[config.mk]
export PLATFORM = sky130hd
export DESIGN_NAME = delay_bank
export DESIGN_NICKNAME = d
export VERILOG_FILES = /design/src/rtl/delay_bank_pkg.sv /design/src/rtl/delay_bank_ch.sv /design/src/rtl/delay_bank.sv
export SDC_FILE = /design/constraint.sdc
export NUM_CORES = 1
export LEC_CHECK = 0
export CORE_ASPECT_RATIO = 1.2
export CORE_MARGIN = 8
export CORE_UTILIZATION = 35
export CTS_CLUSTER_DIAMETER = 100
export DETAILED_ROUTE_END_ITERATION = 7
export PLACE_DENSITY = 0.53
export SLEW_MARGIN = 20
export SYNTH_ARGS = -nofsm -noshare
export SYNTH_HDL_FRONTEND = slang
export SYNTH_SLANG_ARGS = --single-unit
export TNS_END_PERCENT = 100
[constraint.sdc]
create_clock -name aclk -period 11.58 [get_ports aclk]
set_input_delay 2.316 -clock aclk [delete_from_list [all_inputs] [get_ports aclk]]
set_output_delay 2.316 -clock aclk [all_outputs]
set_load 0.02 [all_outputs]
[src/rtl/delay_bank_pkg.sv]
// Shared types and width helpers for the multi-channel race-logic delay bank.
package delay_pkg;

  localparam int unsigned DLY_NUM_CH = 8;
  localparam int unsigned DLY_GAMMA  = 16;
  localparam int unsigned DLY_MAX_PW = 8;

  // clog2 that never returns 0, so single-value fields still get one bit
  function automatic int unsigned dly_clog2(input int unsigned v);
    return (v <= 1) ? 1 : $clog2(v);
  endfunction

  localparam int unsigned DLY_DW  = dly_clog2(DLY_GAMMA);
  localparam int unsigned DLY_PWW = dly_clog2(DLY_MAX_PW + 1);
  localparam int unsigned DLY_CW  = dly_clog2(DLY_NUM_CH);

  typedef enum logic {
    DLY_RISING = 1'b0,
    DLY_PULSE  = 1'b1
  } dly_mode_e;

  typedef struct packed {
    logic [DLY_CW-1:0] ch;
    logic [DLY_DW-1:0] delay;
  } dly_cfg_req_t;

endpackage

[src/rtl/delay_bank_ch.sv]
// One delay channel: spike counter, latched spike, active/pending delay and output window compare.
module delay_bank_ch
  import delay_pkg::*;
#(
  parameter int unsigned GAMMA_CYCLE_WIDTH = 16,
  parameter int unsigned DW                = 4,
  parameter int unsigned PWW               = 4
) (
  input  logic           aclk,
  input  logic           grst,
  input  logic           spike_i,
  input  logic           gamma_last_i,
  input  dly_mode_e      mode_i,
  input  logic [PWW-1:0] pw_i,
  input  logic           wr_en_i,
  input  logic [DW-1:0]  wr_delay_i,
  output logic           pend_o,
  output logic           spike_o
);

  localparam logic [DW:0] CNT_MAX = (DW+1)'(GAMMA_CYCLE_WIDTH);

  logic [DW:0]   cnt_q, cnt_d;
  logic          spiked_q, spiked_d;
  logic [DW-1:0] active_q, active_d;
  logic [DW-1:0] pending_q, pending_d;
  logic          pflag_q, pflag_d;
  logic          spiked, advance;
  logic [DW:0]   win_lo, win_hi;

  always_comb begin
    spiked  = spike_i | spiked_q;
    advance = (mode_i == DLY_PULSE) ? spiked : spike_i;
    win_lo  = {1'b0, active_q};
    win_hi  = win_lo + (DW+1)'(pw_i);

    if (mode_i == DLY_PULSE) spike_o = spiked && (cnt_q >= win_lo) && (cnt_q < win_hi);
    else                     spike_o = spike_i && (cnt_q >= win_lo);

    cnt_d     = cnt_q;
    spiked_d  = spiked_q | (spike_i && (mode_i == DLY_PULSE));
    active_d  = active_q;
    pending_d = pending_q;
    pflag_d   = pflag_q;
    if (advance && (cnt_q != CNT_MAX)) cnt_d = cnt_q + 1'b1;

    // A write landing in the last cycle bypasses pending and goes straight to active
    if (gamma_last_i) begin
      cnt_d    = '0;
      spiked_d = 1'b0;
      pflag_d  = 1'b0;
      if (wr_en_i)      active_d = wr_delay_i;
      else if (pflag_q) active_d = pending_q;
    end else if (wr_en_i) begin
      pending_d = wr_delay_i;
      pflag_d   = 1'b1;
    end
  end

  always_ff @(posedge aclk or posedge grst) begin
    if (grst) begin
      cnt_q     <= '0;
      spiked_q  <= 1'b0;
      active_q  <= '0;
      pending_q <= '0;
      pflag_q   <= 1'b0;
    end else begin
      cnt_q     <= cnt_d;
      spiked_q  <= spiked_d;
      active_q  <= active_d;
      pending_q <= pending_d;
      pflag_q   <= pflag_d;
    end
  end

  assign pend_o = pflag_q;

endmodule

[src/rtl/delay_bank.sv]
// Multi-channel temporal delay bank; mode, pulse width and delays change only at gamma-cycle boundaries.
module delay_bank
  import delay_pkg::*;
#(
  parameter int unsigned NUM_CH            = DLY_NUM_CH,
  parameter int unsigned GAMMA_CYCLE_WIDTH = DLY_GAMMA,
  parameter int unsigned MAX_PULSE_WIDTH   = DLY_MAX_PW,
  localparam int unsigned DW  = dly_clog2(GAMMA_CYCLE_WIDTH),
  localparam int unsigned PWW = dly_clog2(MAX_PULSE_WIDTH + 1),
  localparam int unsigned CW  = dly_clog2(NUM_CH)
) (
  input  logic              aclk,
  input  logic              grst,
  input  logic [NUM_CH-1:0] in_i,
  output logic [NUM_CH-1:0] out_o,
  input  logic              mode_i,
  input  logic [PWW-1:0]    pulse_width_i,
  input  logic              cfg_valid_i,
  output logic              cfg_ready_o,
  input  logic [CW-1:0]     cfg_ch_i,
  input  logic [DW-1:0]     cfg_delay_i,
  output logic              gamma_start_o
);

  logic [DW-1:0]     gcnt_q, gcnt_d;
  dly_mode_e         mode_q, mode_d;
  logic [PWW-1:0]    pw_q, pw_d;
  logic              gamma_last;
  dly_cfg_req_t      cfg_req;
  logic              ch_ready, accept;
  logic [NUM_CH-1:0] pend_flag, wr_en, out_raw;

  assign cfg_req = '{ch: cfg_ch_i, delay: cfg_delay_i};

  // Out-of-range channels stay ready so their writes are silently dropped
  always_comb begin
    ch_ready = 1'b1;
    for (int i = 0; i < NUM_CH; i++) begin
      if (int'(cfg_req.ch) == i) ch_ready = !pend_flag[i];
    end
    accept = cfg_valid_i && ch_ready;
    for (int i = 0; i < NUM_CH; i++) begin
      wr_en[i] = accept && (int'(cfg_req.ch) == i);
    end
  end

  always_comb begin
    gamma_last = (gcnt_q == DW'(GAMMA_CYCLE_WIDTH - 1));
    gcnt_d     = gamma_last ? '0 : gcnt_q + 1'b1;
    mode_d     = gamma_last ? dly_mode_e'(mode_i) : mode_q;
    pw_d       = gamma_last ? pulse_width_i : pw_q;
  end

  always_ff @(posedge aclk or posedge grst) begin
    if (grst) begin
      gcnt_q <= '0;
      mode_q <= DLY_RISING;
      pw_q   <= PWW'(MAX_PULSE_WIDTH);
    end else begin
      gcnt_q <= gcnt_d;
      mode_q <= mode_d;
      pw_q   <= pw_d;
    end
  end

  for (genvar i = 0; i < NUM_CH; i++) begin : g_ch
    delay_bank_ch #(
      .GAMMA_CYCLE_WIDTH(GAMMA_CYCLE_WIDTH),
      .DW               (DW),
      .PWW              (PWW)
    ) u_ch (
      .aclk        (aclk),
      .grst        (grst),
      .spike_i     (in_i[i]),
      .gamma_last_i(gamma_last),
      .mode_i      (mode_q),
      .pw_i        (pw_q),
      .wr_en_i     (wr_en[i]),
      .wr_delay_i  (cfg_req.delay),
      .pend_o      (pend_flag[i]),
      .spike_o     (out_raw[i])
    );
  end

  assign out_o         = grst ? '0 : out_raw;
  assign cfg_ready_o   = !grst && ch_ready;
  assign gamma_start_o = !grst && (gcnt_q == '0);

endmodule
# Yosys cells after proc, flatten, opt, wreduce, memory -nomap -nowiden

Cells that the tools add are included.

Output and inout port bits: 10
Input port bits: 23
Word-level logic and storage cells: 293
Bits in registers: 129

Multiplexer cells: 82
Eq/ne operators: 16
$add $sub $neg: 17
Reductions and logical operators: 102
$lt $le $gt $ge: 16
Bitwise logic cells: 17

Operators by type and width:

| cell                                                            | count |
|---|---|
| 5-bit two-way mux                                               | 16 |
| 4-bit two-way mux                                               | 17 |
| 1-bit logical AND                                               | 51 |
| 1-bit two-way mux                                               | 48 |
| 2-bit nonzero test                                              | 24 |
| 4-bit by 4-bit adder with 5-bit output                          | 8 |
| 5-bit by 1-bit adder with 5-bit output, second input constant   | 8 |
| 5-bit by 4-bit >= comparator with 1-bit output                  | 8 |
| 5-bit less-than comparator                                      | 8 |
| 5-bit inequality test, second input constant                    | 8 |
| 2-bit AND reduction                                             | 16 |
| 1-bit bitwise OR                                                | 16 |
| 3-bit == test, second input constant                            | 4 |
| 1-bit logical NOT                                               | 9 |
| 8-bit two-way mux                                               | 1 |
| 3-bit by 2-bit == test with 1-bit output, second input constant | 2 |
| 4-bit by 1-bit adder with 4-bit output, second input constant   | 1 |
| 4-bit == test, second input constant                            | 1 |
| 4-bit logical NOT                                               | 1 |
| 3-bit by 1-bit == test with 1-bit output, second input constant | 1 |
| 3-bit logical NOT                                               | 1 |
| 1-bit NOT                                                       | 1 |

# Logic depth before layout (Yosys ltp)

Word-level depth: 13
Gate-level depth with buffers: 8

# Cells and area by module

Synthesis repeated with hierarchy kept, for this count alone.

Cells, all modules: 852
Area, all modules: 8,774.7 um^2

Modules (own cells, without submodules):

| module                           | area an instance (um^2) | times used | sequential area each (um^2) | cells each |
|---|---|---|---|---|
| delay_bank_ch (g_ch[0].u_ch ...) | 1,013.5                 | 6          | 375.4                       | 99 |
| delay_bank_ch (g_ch[4].u_ch ...) | 1,013.5                 | 2          | 375.4                       | 97 |
| delay_bank                       | 666.9                   | 1          | 226.5                       | 64 |

# Worst setup path before layout

No wires, ideal clock.

Path kind: input-to-output
Start: input grst
End: output cfg_ready_o
Stages on the path: 4
Required time: 9,264 ps
Slack: 3,350 ps
Arrival time: 5,914 ps
Path through: clkbuf_1 > inv_1 > o31ai_1 > a21oi_1

Word-level cells in the longest chain between the ends: 2

RTL lines:

| element                     | RTL line         | source |
|---|---|---|
| from (decl)                 | delay_bank.sv:13 | `input logic grst,` |
| 1-bit logical NOT (no line) | -                |  |
| 1-bit logical AND           | delay_bank.sv:86 | `assign cfg_ready_o = !grst && ch_ready;` |
| to (decl)                   | delay_bank.sv:19 | `output logic cfg_ready_o,` |

Every way passes these cells.

# Final worst setup path

Start: input cfg_ch_i[1]
End: output cfg_ready_o

Word-level cells in the longest chain between the ends: 10
Elaborated cells between the ends (all ways): 17
Those cells by class: eq/ne: 7; mux: 8; reduce/logical: 2

RTL lines:

| element                         | RTL line         | source |
|---|---|---|
| from (decl)                     | delay_bank.sv:20 | `input logic [CW-1:0] cfg_ch_i,` |
| 3-bit logical NOT               | delay_bank.sv:39 | `if (int'(cfg_req.ch) == i) ch_ready = !pend_flag[i];` |
| 1-bit two-way mux (7 in series) | delay_bank.sv:39 |  |
| 1-bit two-way mux *             | delay_bank.sv:39 |  |
| 1-bit logical AND *             | delay_bank.sv:86 |  |

Mark *: on every way between the ends. The rest lies on a longest branch, timed or not.

==> summary.txt <==
Total power: 1560 uW
Die W: 159 um
Clk_lat worst skew: 410 ps
Reg clk slew, reported paths: 50 ps
Die Height: 188 um
Row count: 63
Final setup vio count: 0
Final count of hold timing violations: 0
Worst Skew: 8.16 ps
Clock buffer depth: 2
Post-Synth XOR/XNOR Area: 4.69%
Synth Cell Area: 8580 um2
Sum Neg Setup Slack: 0 ps
Relative slew slack: 34.7%
Max-cap violation count: 0
Fin crit share: 60.5%
First-pass GRT wire length: 32.3 mm
Nets: 1013
Antenna diodes: 0
Most numerous cell on the critical path: clkdlybuf4s50_1
DR WL/cell: 15.7 um
Vias in the first global route: 6221
Met3 Use GR: 2.48%
Total global-route track usage: 13.2%
Final cell count without fillers: 1206
Sinks on Clock Net: 129
EDFF count, synth: 0
Synth Register Bits: 129
Ys flop type: dfrtp_1
Yosys synthesis warning count: 0
Seq/Total Area, Yosys: 37.6%
Pwr Density: 159 nW/um2
Initial Util: 35.1%
CP arrival: 4690 ps
CTS root buf: clkbuf_16
Routed via count: 6128
Area Growth Syn to Fin: 14.1%
Max Clk Rate: 0.143 GHz
Most Crowded Layer GR: met2
Router iterations before antenna repair: 4
Worst vdd ir: 0.0000949 V
Crit path largest cell delay: 770 ps
# fillers: 2468
Crit-path max FO: 13
I/O pin count: 33
Gr ovfl total: 0
Hold Path Class: reg -> reg
Reg area: 3230 um2
Syn_area_per_cell: 10.2 um2
Die area: 29800 um2
1st-iter DRT viols: 315
Critical-path cell list: clkdlybuf4s50_1, nand2b_1, o32a_4, o21ai_0, a21oi_1, clkdlybuf4s50_1
Synthesized instance count: 843
Hold-fix buffers at CTS: 0
Post-CTS Setup Inserts: 0
Core area: 24400 um2
Tmin final: 7010 ps
Worst setup SP type: input port
Main combinational cell family by area after synthesis: adder cells
RSZ-0062 raised after global routing: false
Status: finished, final reports clean
Fin. max-slew vios: 0
Pleak: 0.00475 uW
RePlAce Congestion: 0.779
Post-DP HPWL: 13.2 mm
Share of cells above drive strength 1: 9.65%
Initial antenna violation count: 0
Synth cell types: 55
Compound-cell area share of the yosys netlist: 17.1%
Worst setup EP type: output pin
Post-Syn Nets: 988
Asr flop ratio synth: 100%
Placed Area: 9210 um2
Post-synthesis mux area share: 5.89%
Req. time, crit path: 9260 ps
Inst Count DP: 1174
CTS tree: yes
Global-route track usage on met1: 17.5%
CTS Buf Count: 17
Final instance area: 9800 um2
Post-route DRC: 0
Grt met2 use: 21.6%
Largest net degree at the start of global routing: 68
Area of the multi-input gates: 4950 um2
Simple-gate portion of the synthesized area: 11.5%
CP Class: in -> out
CTS resizes: 0
Post-route ant nets: 0
WL final: 18.9 mm
Worst Tran Pin Value: 979 ps
Via density per instance: 5.08
Buffers added on ports: 32
Htree depth: 4
Critical path's slowest cell: clkdlybuf4s50_1
Adder-cell share of the synthesized area: 18.5%
==> placed cells by master (no fill, tap or decap), drive strengths merged, types with 6 or more instances in the layout <==
cell type,count
ha,114
nand4,16
nor2,70
o21ai,24
mux2i,10
o2bb2ai,16
nor3,20
dfrtp,128
a21boi,8
clkbuf,23
mux2,32
a31oi,8
and3,14
nand2,36
xnor2,24
xor2,22
buf,6
a22oi,24
fa,8
a21o,40
nand3,14
a221oi,8
o211ai,8
inv,69
clkdlybuf4s50,32
nand2b,11
a21oi,46
==> report_power, final <==
group / switching (uW) / internal (uW) / leakage [uW]
combinational: 207 / 229 / 0.00283
sequential: 68.7 / 525 / 0.00164
clock: 197 / 333 / 0.000279
total: 473 / 1090 / 0.00475
==> per-layer routing <==
layer,share of wire [%],up-vias
met4,1.1,0
met2,48,57
met3,2.3,12
met1,49,2978
met5,0,-
li1,-,3081
==> layout make-up <==
type / instances / share of cell area [%]
well taps: 325 / 4.15
flip-flops and latches: 129 / 33.0
clock buffers: 23 / 4.88
inverters: 69 / 2.69
clock inverters: 9 / 1.09
repair buffers: 38 / 3.73
multi-input cells: 613 / 50.5
==> sequential cells by signal, summed over array words and instances, names as in the netlist <==
name,flops
g_ch.u_ch.active_q,32
g_ch.u_ch.cnt_q,40
g_ch.u_ch.pend_o,8
g_ch.u_ch.pending_q,32
g_ch.u_ch.spiked_q,8
gcnt_q,4
mode_q,1
pw_q,4
==> cell families (layout without fill, tap and decap cells) <==
kind of cell	Yosys count	count (layout)
AOI/OAI and AO/OA	210	210
and+or+nand+nor	193	193
DFF	129	129
adders and majority gates	122	122
buffers and inverters	101	139
xor gates and xnor gates	46	46
muxes	42	42
==> cell usage after synthesis (10+ instances only) <==
library cell / instances / area, um2
nand2_1: 35 / 131
nand3_1: 13 / 65.1
inv_1: 69 / 259
nand4_1: 16 / 100
o21ai_0: 23 / 115
mux2_2: 20 / 225
clkbuf_1: 15 / 56.3
mux2i_1: 10 / 100
dfrtp_1: 128 / 3200
nor3_1: 18 / 90.1
xor2_1: 22 / 193
nand2b_1: 11 / 68.8
ha_1: 114 / 1430
a21oi_1: 46 / 230
a22oi_1: 24 / 180
a21o_1: 40 / 300
buf_2: 11 / 55.1
xnor2_1: 24 / 210
nor2_1: 69 / 259
and3_1: 14 / 87.6
mux2_4: 12 / 180
o2bb2ai_1: 16 / 140
==> path summary, 6_finish.rpt <==
kind                             start                   endpoint  slack (ps)  cells after the start
setup / recovery           cfg_ch_i[1]                cfg_ready_o        4570                      6
hold / removal               gcnt_q[0]                  gcnt_q[0]         490                      1
setup reg to reg             gcnt_q[0]  g_ch[1].u_ch.pending_q[3]        9250                      6
hold reg to reg              gcnt_q[0]                  gcnt_q[0]         490                      1
max in group asynchronous         grst      g_ch[7].u_ch.cnt_q[0]        7750                      4
min in group asynchronous         grst                    pw_q[0]        2500                      3
==> worst max-delay path: cells and delay by family <==
kind	cells	cell delay (ps)
AOI/OAI and AO/OA	3	600
buffers and inverters	2	1420
and+or+nand+nor	1	350
==> stage by stage <==
step / utilization, % / hold WS, ps / worst slack (ps)
after floorplan: - / 454 / 3350
after global placement: 37.7 / 479 / 4620
after detailed placement: 37.7 / 487 / 4600
after CTS: 40.1 / 496 / 4580
after global routing: 40.1 / 521 / 4440
final: 40.1 / 494 / 4570
No activity file was read; power rests on OpenSTA's default activity.
